===== src/rtl/pc_sequencer.sv =====
// MIPS fetch-path program counter: owns the PC, handshakes fetches with
// instruction memory and holds a branch/jump target until the fetch can complete.
module pc_sequencer #(
   parameter logic [31:0] RESET_PC = 32'h0000_0000
) (
   input  logic        clk,
   input  logic        rst,
   input  logic        imem_ready,
   input  logic        stall,
   input  logic        branch_taken,
   input  logic [15:0] branch_imm,
   input  logic        jump,
   input  logic [25:0] jump_index,
   output logic [31:0] pc,
   output logic [31:0] pc_plus4,
   output logic        fetch_valid,
   output logic        redirect_pending
);

   typedef enum logic {
      IDLE,
      RUN
   } state_e;

   state_e      state_q, state_d;
   logic [31:0] pc_q, pc_d;
   logic [31:0] redirect_q, redirect_d;
   logic        fetchValid_q, fetchValid_d;
   logic        redirectPending_q, redirectPending_d;

   logic [31:0] pcPlus4;
   logic [31:0] branchTarget;
   logic [31:0] jumpTarget;
   logic [31:0] requestTarget;
   logic        redirectRequest;
   logic        fetchDone;

   assign pcPlus4         = pc_q + 32'd4;
   assign branchTarget    = pcPlus4 + {{14{branch_imm[15]}}, branch_imm, 2'b00};
   assign jumpTarget      = {pcPlus4[31:28], jump_index, 2'b00};
   assign requestTarget   = jump ? jumpTarget : branchTarget;
   assign redirectRequest = jump | branch_taken;
   assign fetchDone       = fetchValid_q & imem_ready & ~stall;

   always_ff @(posedge clk) begin
      if (rst) begin
         state_q           <= IDLE;
         pc_q              <= RESET_PC;
         redirect_q        <= 32'h0000_0000;
         fetchValid_q      <= 1'b0;
         redirectPending_q <= 1'b0;
      end else begin
         state_q           <= state_d;
         pc_q              <= pc_d;
         redirect_q        <= redirect_d;
         fetchValid_q      <= fetchValid_d;
         redirectPending_q <= redirectPending_d;
      end
   end

   // A held redirect always beats same-cycle requests; the first captured target wins.
   always_comb begin
      state_d           = state_q;
      pc_d              = pc_q;
      redirect_d        = redirect_q;
      fetchValid_d      = fetchValid_q;
      redirectPending_d = redirectPending_q;
      unique case (state_q)
         IDLE: begin
            state_d      = RUN;
            fetchValid_d = 1'b1;
         end
         RUN: begin
            fetchValid_d = 1'b1;
            if (fetchDone) begin
               if (redirectPending_q) begin
                  pc_d              = redirect_q;
                  redirectPending_d = 1'b0;
               end else if (jump) begin
                  pc_d = jumpTarget;
               end else if (branch_taken) begin
                  pc_d = branchTarget;
               end else begin
                  pc_d = pcPlus4;
               end
            end else if (!redirectPending_q && redirectRequest) begin
               redirect_d        = requestTarget;
               redirectPending_d = 1'b1;
            end
         end
         default: begin
            state_d = IDLE;
         end
      endcase
   end

   always_comb begin
      pc               = pc_q;
      pc_plus4         = pcPlus4;
      fetch_valid      = fetchValid_q;
      redirect_pending = redirectPending_q;
   end

endmodule


===== config.mk =====
export PLATFORM = sky130hd
export DESIGN_NAME = pc_sequencer
export DESIGN_NICKNAME = d
export VERILOG_FILES = /design/src/rtl/pc_sequencer.sv
export SDC_FILE = /design/constraint.sdc
export NUM_CORES = 1
export LEC_CHECK = 0
export ABC_AREA = 1
export CAP_MARGIN = 20
export CELL_PAD_IN_SITES_DETAIL_PLACEMENT = 1
export CELL_PAD_IN_SITES_GLOBAL_PLACEMENT = 1
export CORE_MARGIN = 2
export CORE_UTILIZATION = 39
export DETAILED_ROUTE_END_ITERATION = 16
export PLACE_DENSITY_LB_ADDON = 0.1
export SLEW_MARGIN = 0
export SYNTH_ARGS = -nofsm -noshare
export SYNTH_HDL_FRONTEND = slang
export SYNTH_SLANG_ARGS = --single-unit

===== constraint.sdc =====
create_clock -name clk -period 6.6 [get_ports clk]
set_clock_uncertainty 0.05 [all_clocks]
set_input_delay 1.32 -clock clk [delete_from_list [all_inputs] [get_ports clk]]
set_output_delay 1.32 -clock clk [all_outputs]
set_load 0.02 [all_outputs]

==> impl_metrics.py, run 1 <==
metrics = {
    "timing": {
        "max_freq_mhz": 222.2,
        "hold-worst-slack_ps": 421.0,
        "hold_viol_final": 0,
        "max_slew_margin_pct": 25.68,
        "setup_viol": 0,
        "worst_slew_pin_slew_ps": 1114,
        "post-route-period-util_pct": 68.19,
        "tns_ps": 0,
        "fin_crit_ps": 4500,
        "drv_slew": 0,
        "rsz0062_at_grt": "false",
    },
    "route": {
        "post_drt_wl_per_cell_um": 19.39,
        "drtAntennaViolNets": 0,
        "via_count": 7458,
        "drc": 0,
        "viasPerCell": 5.464,
        "drt_iter0_drc": 497,
        "routed_wl_um": 26470,
        "drt-pass1-iter-count": 5,
    },
    "worst_hold_path": {
        "hp-class": "flip-flop to flip-flop",
    },
    "clocking": {
        "numCtsBuffers": 9,
        "cts_setup_buffers": 0,
        "cts-resized-gates": 0,
        "htreeDepth": 3,
        "worstSkewPairLatency_ps": 350,
        "cts_tree": "built",
        "holdBufCountCts": 0,
        "clk_path_buf_depth": 2,
        "cts_root_buf": "clkbuf_16",
        "clock-sinks": 66,
        "cts.clk_slew.worst_paths_ps": 60,
    },
    "final_layout": {
        "layout_common_cells": "nand2_1 (359), inv_1 (119), clkdlybuf4s50_1 (113)",
        "mostFrequentLayoutCell": "nand2_1",
        "antennaDiodeCount": 0,
        "syn_to_final_growth_pct": 27.59,
        "fillers": 2119,
        "drive_above_1_share_pct": 3.726,
        "fin_nets": 1234,
    },
    "pwr": {
        "switchingPower_mw": 0.4726,
        "p_leak_nw": 3.749,
        "swShare_pct": 32.74,
        "p_seq_share_pct": 31.1,
        "powerDensity_mw_per_mm2": 185.2,
        "combPwrFrac_pct": 26.5,
        "p_int_mw": 0.9710,
        "peakVddDrop_mv": 0.1174,
        "p_clk_share_pct": 42.3,
    },
    "grt": {
        "overflow": 0,
        "grt_pass1_vias": 7330,
        "grt_pass1_wl_um": 40130,
        "grt_use_total_pct": 31.57,
        "grt_max_degree": 43,
        "antenna_found_initial": 0,
    },
    "critical_path": {
        "worstReg2RegStart": "pc[2]",
        "cp-startpoint": "pc[2]",
        "r2r_cells": 21,
        "r2r_slack_ps": 2650,
        "cp-end-kind": "output port",
        "critPathCapture": "pc_plus4[20]",
        "path_max_fanout": 5,
        "crit_arrival_ps": 3130,
        "worstSetupStartpointType": "flip-flop",
        "r2r_end": "redirect_q[30]",
        "cp.required_ps": 5230,
        "worstSetupPathType": "flip-flop to output port",
    },
    "floorplanning": {
        "start_util_pct": 40.03,
        "io_pins": 114,
        "die_w_um": 129.2,
        "die_h_um": 129.2,
        "num_rows": 45,
        "core_mm2": 0.01526,
        "die_area_mm2": 0.01668,
    },
    "synthesis": {
        "ys_types": 42,
        "syn_inst": 1051,
        "ys.flop_type": "dfxtp_1",
        "async_flop_share_pct": 0,
        "synth_nets": 1136,
        "ys_warn_count": 0,
        "synth_area_per_cell_um2": 5.812,
        "synth_area_mm2": 0.006108,
        "synth_enable_flop_cells": 0,
        "synth_seq_cells": 66,
        "yosysSeqAreaShare_pct": 21.63,
    },
    "placed_design": {
        "dp.final_hpwl_um": 20570,
        "gp_congestion": 0.9132,
        "port_buffers": 113,
    },
    "run": {
        "drv_cap": 0,
    },
    "status": {
        "outcome": "finished, final reports clean",
    },
}
-- cell type report --
cell class / instances / area, µm² / area share (%)
clock buffers: 10 / 229.0 / 2.938
clock inverters: 6 / 137.6 / 1.766
inverters: 119 / 446.7 / 5.731
flip-flops and latches: 66 / 1321 / 16.95
multi-input cells: 832 / 4204 / 53.94
repair buffers: 121 / 1191 / 15.28
well taps: 211 / 264.0 / 3.387
-- how the worst min path moves through the flow --
stage | start | depth (start not counted) | slack, ps | to
finish | redirect_q[28] | 2 | 420 | redirect_q[28]
detailed placement | redirect_q[31] | 2 | 410 | redirect_q[31]
global route | redirect_q[1] | 2 | 430 | redirect_q[1]
global placement | redirect_q[30] | 2 | 400 | redirect_q[30]
CTS | redirect_q[31] | 2 | 420 | redirect_q[31]
floorplan | redirect_q[0] | 2 | 390 | pc[0]
-- metrics by stage --
step	setup slack (ps)	area [µm²]	power (mW)	util [%]	instances
final	2100	7794	1.444	51.08	1365
after CTS	2163	7794	1.441	51.08	1365
after global routing	2019	7794	1.501	51.08	1365
after floorplan	3379	6108	0.6723	-	1051
after detailed placement	2282	7427	0.8320	48.68	1349
after global placement	2301	7427	0.8255	48.68	1349
-- sequential cells by signal (all words and copies together) (netlist names) --
signal            cells
redirect_q           32
redirect_pending      1
fetch_valid           1
pc                   32
-- synthesized netlist by cell type (3+ instances only) --
| library cell | n | share of area (%) |
|---|---|---|
| a21o_1 | 3 | 0.37 |
| a21oi_1 | 79 | 6.5 |
| a221oi_1 | 3 | 0.43 |
| a31oi_1 | 17 | 1.7 |
| and2_1 | 7 | 0.72 |
| buf_2 | 8 | 0.66 |
| clkbuf_1 | 23 | 1.4 |
| dfxtp_1 | 66 | 22 |
| ha_1 | 36 | 7.4 |
| inv_1 | 119 | 7.3 |
| nand2_1 | 359 | 22 |
| nand2_2 | 5 | 0.51 |
| nand3_1 | 63 | 5.2 |
| nand3b_1 | 3 | 0.37 |
| nand4_1 | 8 | 0.82 |
| nor2_1 | 100 | 6.1 |
| nor2_4 | 4 | 0.74 |
| nor3_1 | 10 | 0.82 |
| o21ai_0 | 66 | 5.4 |
| o21bai_1 | 9 | 1.1 |
| or2_2 | 4 | 0.41 |
| xnor2_1 | 4 | 0.57 |
| xor2_1 | 30 | 4.3 |
-- logic make-up after synthesis --
family          count (synthesis)  share of synthesized area (%)
xor+xnor                       34                          4.875
flops                          66                          21.63
mux                             1                         0.1639
simple gates                  572                          39.14
fa+ha+maj                      37                          7.702
buf+inv                       153                          9.689
compound gates                188                          16.80
-- critical path: stages (launching register included) --
cell and delay (ps):
dfxtp_1 420, ha_1 250, nand2_2 120, nor2_4 230, nand3_2 220, nor2_4 190
nand2_2 120, nor2_1 230, or2_2 170, nand2_1 110, inv_1 120, clkdlybuf4s50_1 610
-- routing by layer --
metal / up-vias / wire (µm) / track usage, %
li1: 3599 / - / -
met1: 3540 / 11790 / 40.45
met2: 260 / 12060 / 52.48
met3: 59 / 1247 / 3.551
met4: 0 / 1372 / 16.18
met5: - / 0 / 0
-- power by group through the flow --
stage / clock network (mW) / logic [mW] / registers (mW)
2_1_floorplan: 0 / 0.216 / 0.457
3_3_place_gp: 0 / 0.369 / 0.456
6_report: 0.611 / 0.383 / 0.449
4_1_cts: 0.612 / 0.380 / 0.448
3_5_place_dp: 0 / 0.375 / 0.457
5_1_grt: 0.633 / 0.416 / 0.452
(Power assumes the default switching activity.)
==> run 2, diff against run 1 <==
Settings changed: CORE_UTILIZATION 39 to 36.
Clock period 6.6 ns to 4.7 ns, I/O delays scaled along.
==> run 2 against run 1 <==
Effect of this change: core utilization shrank 3.8 points; highest routed layer unchanged; combinational power is 42% higher; total power increased by 34%; largest cell class unchanged; critical endpoint is now pc_plus4[19]; critical path depth fell by 4; die area up 8.1%; non-clock buffer count increased by 6.
==> impl_metrics.py, run 2 (same netlist as run 1, synthesis figures left out) <==
metrics = {
    "worst_hold_path": {
        "hp-class": "flip-flop to flip-flop",
        "min-delay-start": "redirect_q[1]",
        "whs_endpoint": "pc[1]",
        "whs_path_depth": 2,
    },
    "timing": {
        "post-route-period-util_pct": 83.13,
        "max_freq_mhz": 255.9,
        "hold_viol_final": 0,
        "worst_slew_pin_slew_ps": 889.1,
        "hold-worst-slack_ps": 413.2,
        "drv_slew": 0,
        "max_slew_margin_pct": 40.65,
        "setup_viol": 0,
        "fin_crit_ps": 3907,
        "rsz0062_at_grt": "false",
        "tns_ps": 0,
    },
    "pwr": {
        "powerDensity_mw_per_mm2": 246.5,
        "peakVddDrop_mv": 0.1631,
        "p_leak_nw": 3.771,
    },
    "final_layout": {
        "antennaDiodeCount": 0,
        "seq_area_mm2": 0.001321,
        "multiInputGateArea_mm2": 0.004204,
        "fillers": 2310,
        "layout_common_cells": "nand2_1 (359), inv_1 (119), clkdlybuf4s50_1 (113)",
        "final_area_mm2": 0.007833,
        "mostFrequentLayoutCell": "nand2_1",
        "fin_nets": 1240,
        "drive_above_1_share_pct": 4.224,
        "final_cell_count_no_fill": 1380,
        "syn_to_final_growth_pct": 28.23,
        "utilization_pct": 47.23,
    },
    "critical_path": {
        "cp-end-kind": "output port",
        "worstSetupStartpointType": "flip-flop",
        "r2r_cells": 15,
        "cp.required_ps": 3710,
        "worstSetupPathType": "flip-flop to output port",
        "r2r_end": "redirect_q[23]",
        "r2r_slack_ps": 930,
        "worstReg2RegStart": "pc[12]",
        "path_max_fanout": 5,
        "crit_arrival_ps": 2920,
    },
    "clocking": {
        "cts.clk_slew.worst_paths_ps": 60,
        "clk_path_buf_depth": 2,
        "holdBufCountCts": 0,
        "clock-sinks": 66,
        "htreeDepth": 3,
        "cts-resized-gates": 0,
        "worstSkewPairLatency_ps": 330,
        "cts_tree": "built",
        "cts_root_buf": "clkbuf_16",
        "cts_setup_buffers": 0,
        "numCtsBuffers": 9,
    },
    "floorplanning": {
        "start_util_pct": 36.83,
        "core_mm2": 0.01658,
        "io_pins": 114,
        "num_rows": 47,
        "die_area_mm2": 0.01803,
        "die_w_um": 134.3,
        "die_h_um": 134.3,
    },
    "placed_design": {
        "dpl-instance-area_mm2": 0.007476,
        "port_buffers": 113,
        "dp_cells": 1363,
        "dp.final_hpwl_um": 20870,
        "gp_congestion": 0.9241,
    },
    "route": {
        "drt_iter0_drc": 423,
        "drc": 0,
        "drtAntennaViolNets": 0,
        "drt-pass1-iter-count": 6,
        "post_drt_wl_per_cell_um": 19.25,
        "viasPerCell": 5.306,
        "routed_wl_um": 26560,
        "via_count": 7322,
    },
    "grt": {
        "overflow": 0,
        "grt_pass1_wl_um": 41670,
        "antenna_found_initial": 0,
        "grt_use_total_pct": 29.90,
        "grt_pass1_vias": 7510,
        "grt_max_degree": 50,
    },
    "status": {
        "outcome": "finished, final reports clean",
    },
    "run": {
        "drv_cap": 0,
    },
}
run 2: changes by cell type in the layout (fill, tap and decap cells not counted):
cell,change
clkbuf_8,+1
clkinv_4,+1
buf_4,+5
buf_16,+1
bufinv_16,-2
run 2: worst max path at each step:
| stage | from | slack (ps) | cells past startpoint | to |
|---|---|---|---|---|
| after floorplan | pc[2] | 1480 | 18 | pc[22] |
| after CTS | pc[2] | 810 | 11 | pc_plus4[20] |
| final | pc[4] | 790 | 7 | pc_plus4[19] |
| after detailed placement | branch_imm[15] | 750 | 14 | pc[26] |
| after global routing | pc[2] | 580 | 21 | redirect_q[30] |
| after global placement | branch_imm[15] | 770 | 14 | pc[26] |
run 2: area by class of cell:
type	instances	share of cell area [%]
inverter	119	5.703
clock inverter	5	1.102
clock buffer	11	3.099
tap	220	3.514
timing repair buffer	127	16.04
multi-input combinational	832	53.67
sequential	66	16.87
run 2: critical path, stage by stage (launching register included):
cell and delay (ps):
dfxtp_1 450, nand2_1 140, nor2_1 150, nand2_2 140, nor2_4 170, nand2_2 110
xnor2_1 670, clkdlybuf4s50_1 750
run 2: where the power goes:
group | internal, mW | leakage (nW) | switching, mW
Sequential | 0.594 | 0.540 | 0.0369
Combinational | 0.199 | 3.07 | 0.343
Clock | 0.483 | 0.160 | 0.275
Total | 1.28 | 3.77 | 0.654
run 2: metal layers:
| layer | part of all wire, % | GRT usage [%] | wire length [µm] | vias up |
|---|---|---|---|---|
| met5 | 0 | 0 | 0 | - |
| met4 | 5.2 | 14.39 | 1388 | 0 |
| met3 | 4.4 | 3.628 | 1170 | 64 |
| met2 | 46 | 50.85 | 12240 | 223 |
| met1 | 44 | 37.49 | 11760 | 3438 |
| li1 | - | - | - | 3597 |
run 2: through the flow:
step | worst slack [ps] | power, mW
finish | 792.8 | 1.931
global route | 580.4 | 2.026
CTS | 806.3 | 1.934
detailed placement | 753.2 | 1.173
global placement | 767.2 | 1.167
floorplan | 1479 | 0.9441
==> run 3, diff against run 2 <==
Clock period 4.7 ns to 3.65 ns, I/O delays scaled along.
==> run 3 against run 2 <==
Effect of this change: non-clock buffer count up 39; highest routed layer unchanged; die area unchanged; via count up 3.9%; largest cell class unchanged; final cell count up 2.8%; count of clock-buffer cells in the layout down 1; register-to-register slack worse by 740 ps; setup slack worse by 660 ps; critical endpoint is now pc_plus4[27]; sequential power up 28%; total power up 28%.
==> impl_metrics.py, run 3 (same netlist as run 1, synthesis figures left out) <==
metrics = {
    "route": {
        "via_count": 7611,
        "viasPerCell": 5.364,
        "drt-pass1-iter-count": 5,
        "drc": 0,
        "routed_wl_um": 28430,
        "drtAntennaViolNets": 0,
        "drt_iter0_drc": 556,
        "post_drt_wl_per_cell_um": 20.03,
    },
    "final_layout": {
        "mostFrequentLayoutCell": "nand2_1",
        "final_cell_count_no_fill": 1419,
        "drive_above_1_share_pct": 8.924,
        "seq_area_mm2": 0.001324,
        "utilization_pct": 49.31,
        "fin_nets": 1279,
        "layout_common_cells": "nand2_1 (358), inv_1 (119), clkdlybuf4s50_1 (113)",
        "multiInputGateArea_mm2": 0.004287,
        "syn_to_final_growth_pct": 33.88,
        "antennaDiodeCount": 0,
        "fillers": 2294,
    },
    "placed_design": {
        "dp.final_hpwl_um": 22490,
        "dp_cells": 1400,
        "gp_congestion": 0.9317,
        "port_buffers": 113,
    },
    "timing": {
        "max_freq_mhz": 284.2,
        "drv_slew": 0,
        "worst_slew_pin_slew_ps": 932.7,
        "hold_viol_final": 0,
        "fin_crit_ps": 3518,
        "setup_viol": 0,
        "max_slew_margin_pct": 37.74,
        "post-route-period-util_pct": 96.39,
    },
    "worst_hold_path": {
        "whs_path_depth": 2,
        "hp-class": "flip-flop to flip-flop",
    },
    "critical_path": {
        "worstSetupPathType": "flip-flop to output port",
        "crit_path_cell_trace": "nand2_1 -> nor2_2 -> and2_1 -> nand2_2 -> nor2_1 -> a21o_1 -> and2_1 -> clkdlybuf4s50_1",
        "worstSetupStartpointType": "flip-flop",
        "crit_buf_inv": 1,
        "critPathSlowestCell": "clkdlybuf4s50_1",
        "path_max_fanout": 6,
        "cp-end-kind": "output port",
        "cp.required_ps": 2870,
        "critical_path.max_stage_delay_ps": 660,
        "r2r_slack_ps": 190,
        "crit_arrival_ps": 2740,
        "critPathTopFamily": "simple AND/OR/NAND/NOR gates",
        "r2r_cells": 20,
        "path_depth": 8,
        "cp_common_cell": "and2_1",
    },
    "floorplanning": {
        "die_w_um": 134.3,
        "core_mm2": 0.01658,
        "io_pins": 114,
        "num_rows": 47,
        "start_util_pct": 36.83,
        "die_area_mm2": 0.01803,
        "die_h_um": 134.3,
    },
    "status": {
        "outcome": "finished, final reports clean",
    },
    "run": {
        "drv_cap": 0,
    },
    "grt": {
        "grt_pass1_vias": 7562,
        "grt_pass1_wl_um": 43160,
        "overflow": 0,
        "antenna_found_initial": 0,
        "grt_max_degree": 37,
        "grt_use_total_pct": 31.33,
    },
    "clocking": {
        "cts_tree": "built",
        "clk_path_buf_depth": 2,
        "worstSkewPairLatency_ps": 340,
        "holdBufCountCts": 0,
        "clock-sinks": 66,
        "numCtsBuffers": 9,
        "cts.clk_slew.worst_paths_ps": 70,
        "cts_root_buf": "clkbuf_16",
        "htreeDepth": 3,
    },
    "pwr": {
        "p_leak_nw": 3.971,
        "peakVddDrop_mv": 0.2274,
        "powerDensity_mw_per_mm2": 301.9,
    },
}
-- run 3: cell count changes in the layout (fill, tap and decap cells not counted), moves of 3 or more --
cell and delta:
buf_4 +39, ha_1 -3, ha_2 +3, nor2_1 -4, nor2_2 +3, xor2_1 -5
xor2_2 +5
-- run 3: metrics by stage --
| step | power, mW | setup slack [ps] | TNS, ps | cell area, µm² | hold WS [ps] |
|---|---|---|---|---|---|
| global placement | 1.545 | 69.18 | 0 | 7766 | 405.9 |
| floorplan | 1.216 | 428.8 | 0 | 6108 | 391.0 |
| global route | 2.576 | -62.45 | -127.0 | 8178 | 439.5 |
| detailed placement | 1.553 | 95.96 | 0 | 7766 | 412.1 |
| finish | 2.469 | 131.9 | 0 | 8178 | 414.1 |
| CTS | 2.460 | 35.66 | 0 | 8070 | 421.0 |
-- run 3: layout make-up --
cell class,count,area share [%]
tap,220,3.366
sequential,66,16.19
inverter,119,5.462
timing repair buffer,166,18.85
clock inverter,6,0.7956
multi-input combinational,832,52.42
clock buffer,10,2.922
-- run 3: final timing paths --
path | end | start
worst min register to register | pc[1] | redirect_q[1]
worst min-delay path | pc[1] | redirect_q[1]
worst max-delay path | pc_plus4[27] | pc[11]
worst max register to register | pc[19] | pc[11]
-- run 3: worst register-to-register path: cells and delay by family (launching register included) --
family,cells,cell delay (ps)
AO/OA/AOI/OAI,1,180
XOR/XNOR,1,130
adder cells (fa/ha/maj),1,310
buffers and inverters,5,610
flip-flops,1,520
AND/OR/NAND/NOR,12,1560
-- run 3: metal layers --
layer / global-route usage (%) / part of all wire (%) / vias up
li1: - / - / 3668
met1: 38.91 / 43 / 3613
met2: 54.17 / 47 / 273
met3: 4.422 / 5.6 / 57
met4: 13.22 / 3.9 / 0
met5: 0 / 0 / -
-- run 3: what timing repair did --
action | 4_1_cts | 5_1_grt
gates resized for setup | 0 | 20
setup endpoints to repair | 0 | 32
setup buffers | 0 | 3
-- run 3: power by group --
group	total, mW	switching, mW	leakage [nW]	internal (mW)
combinational	0.750	0.467	3.28	0.283
sequential	0.809	0.0442	0.541	0.765
clock	0.910	0.361	0.149	0.549
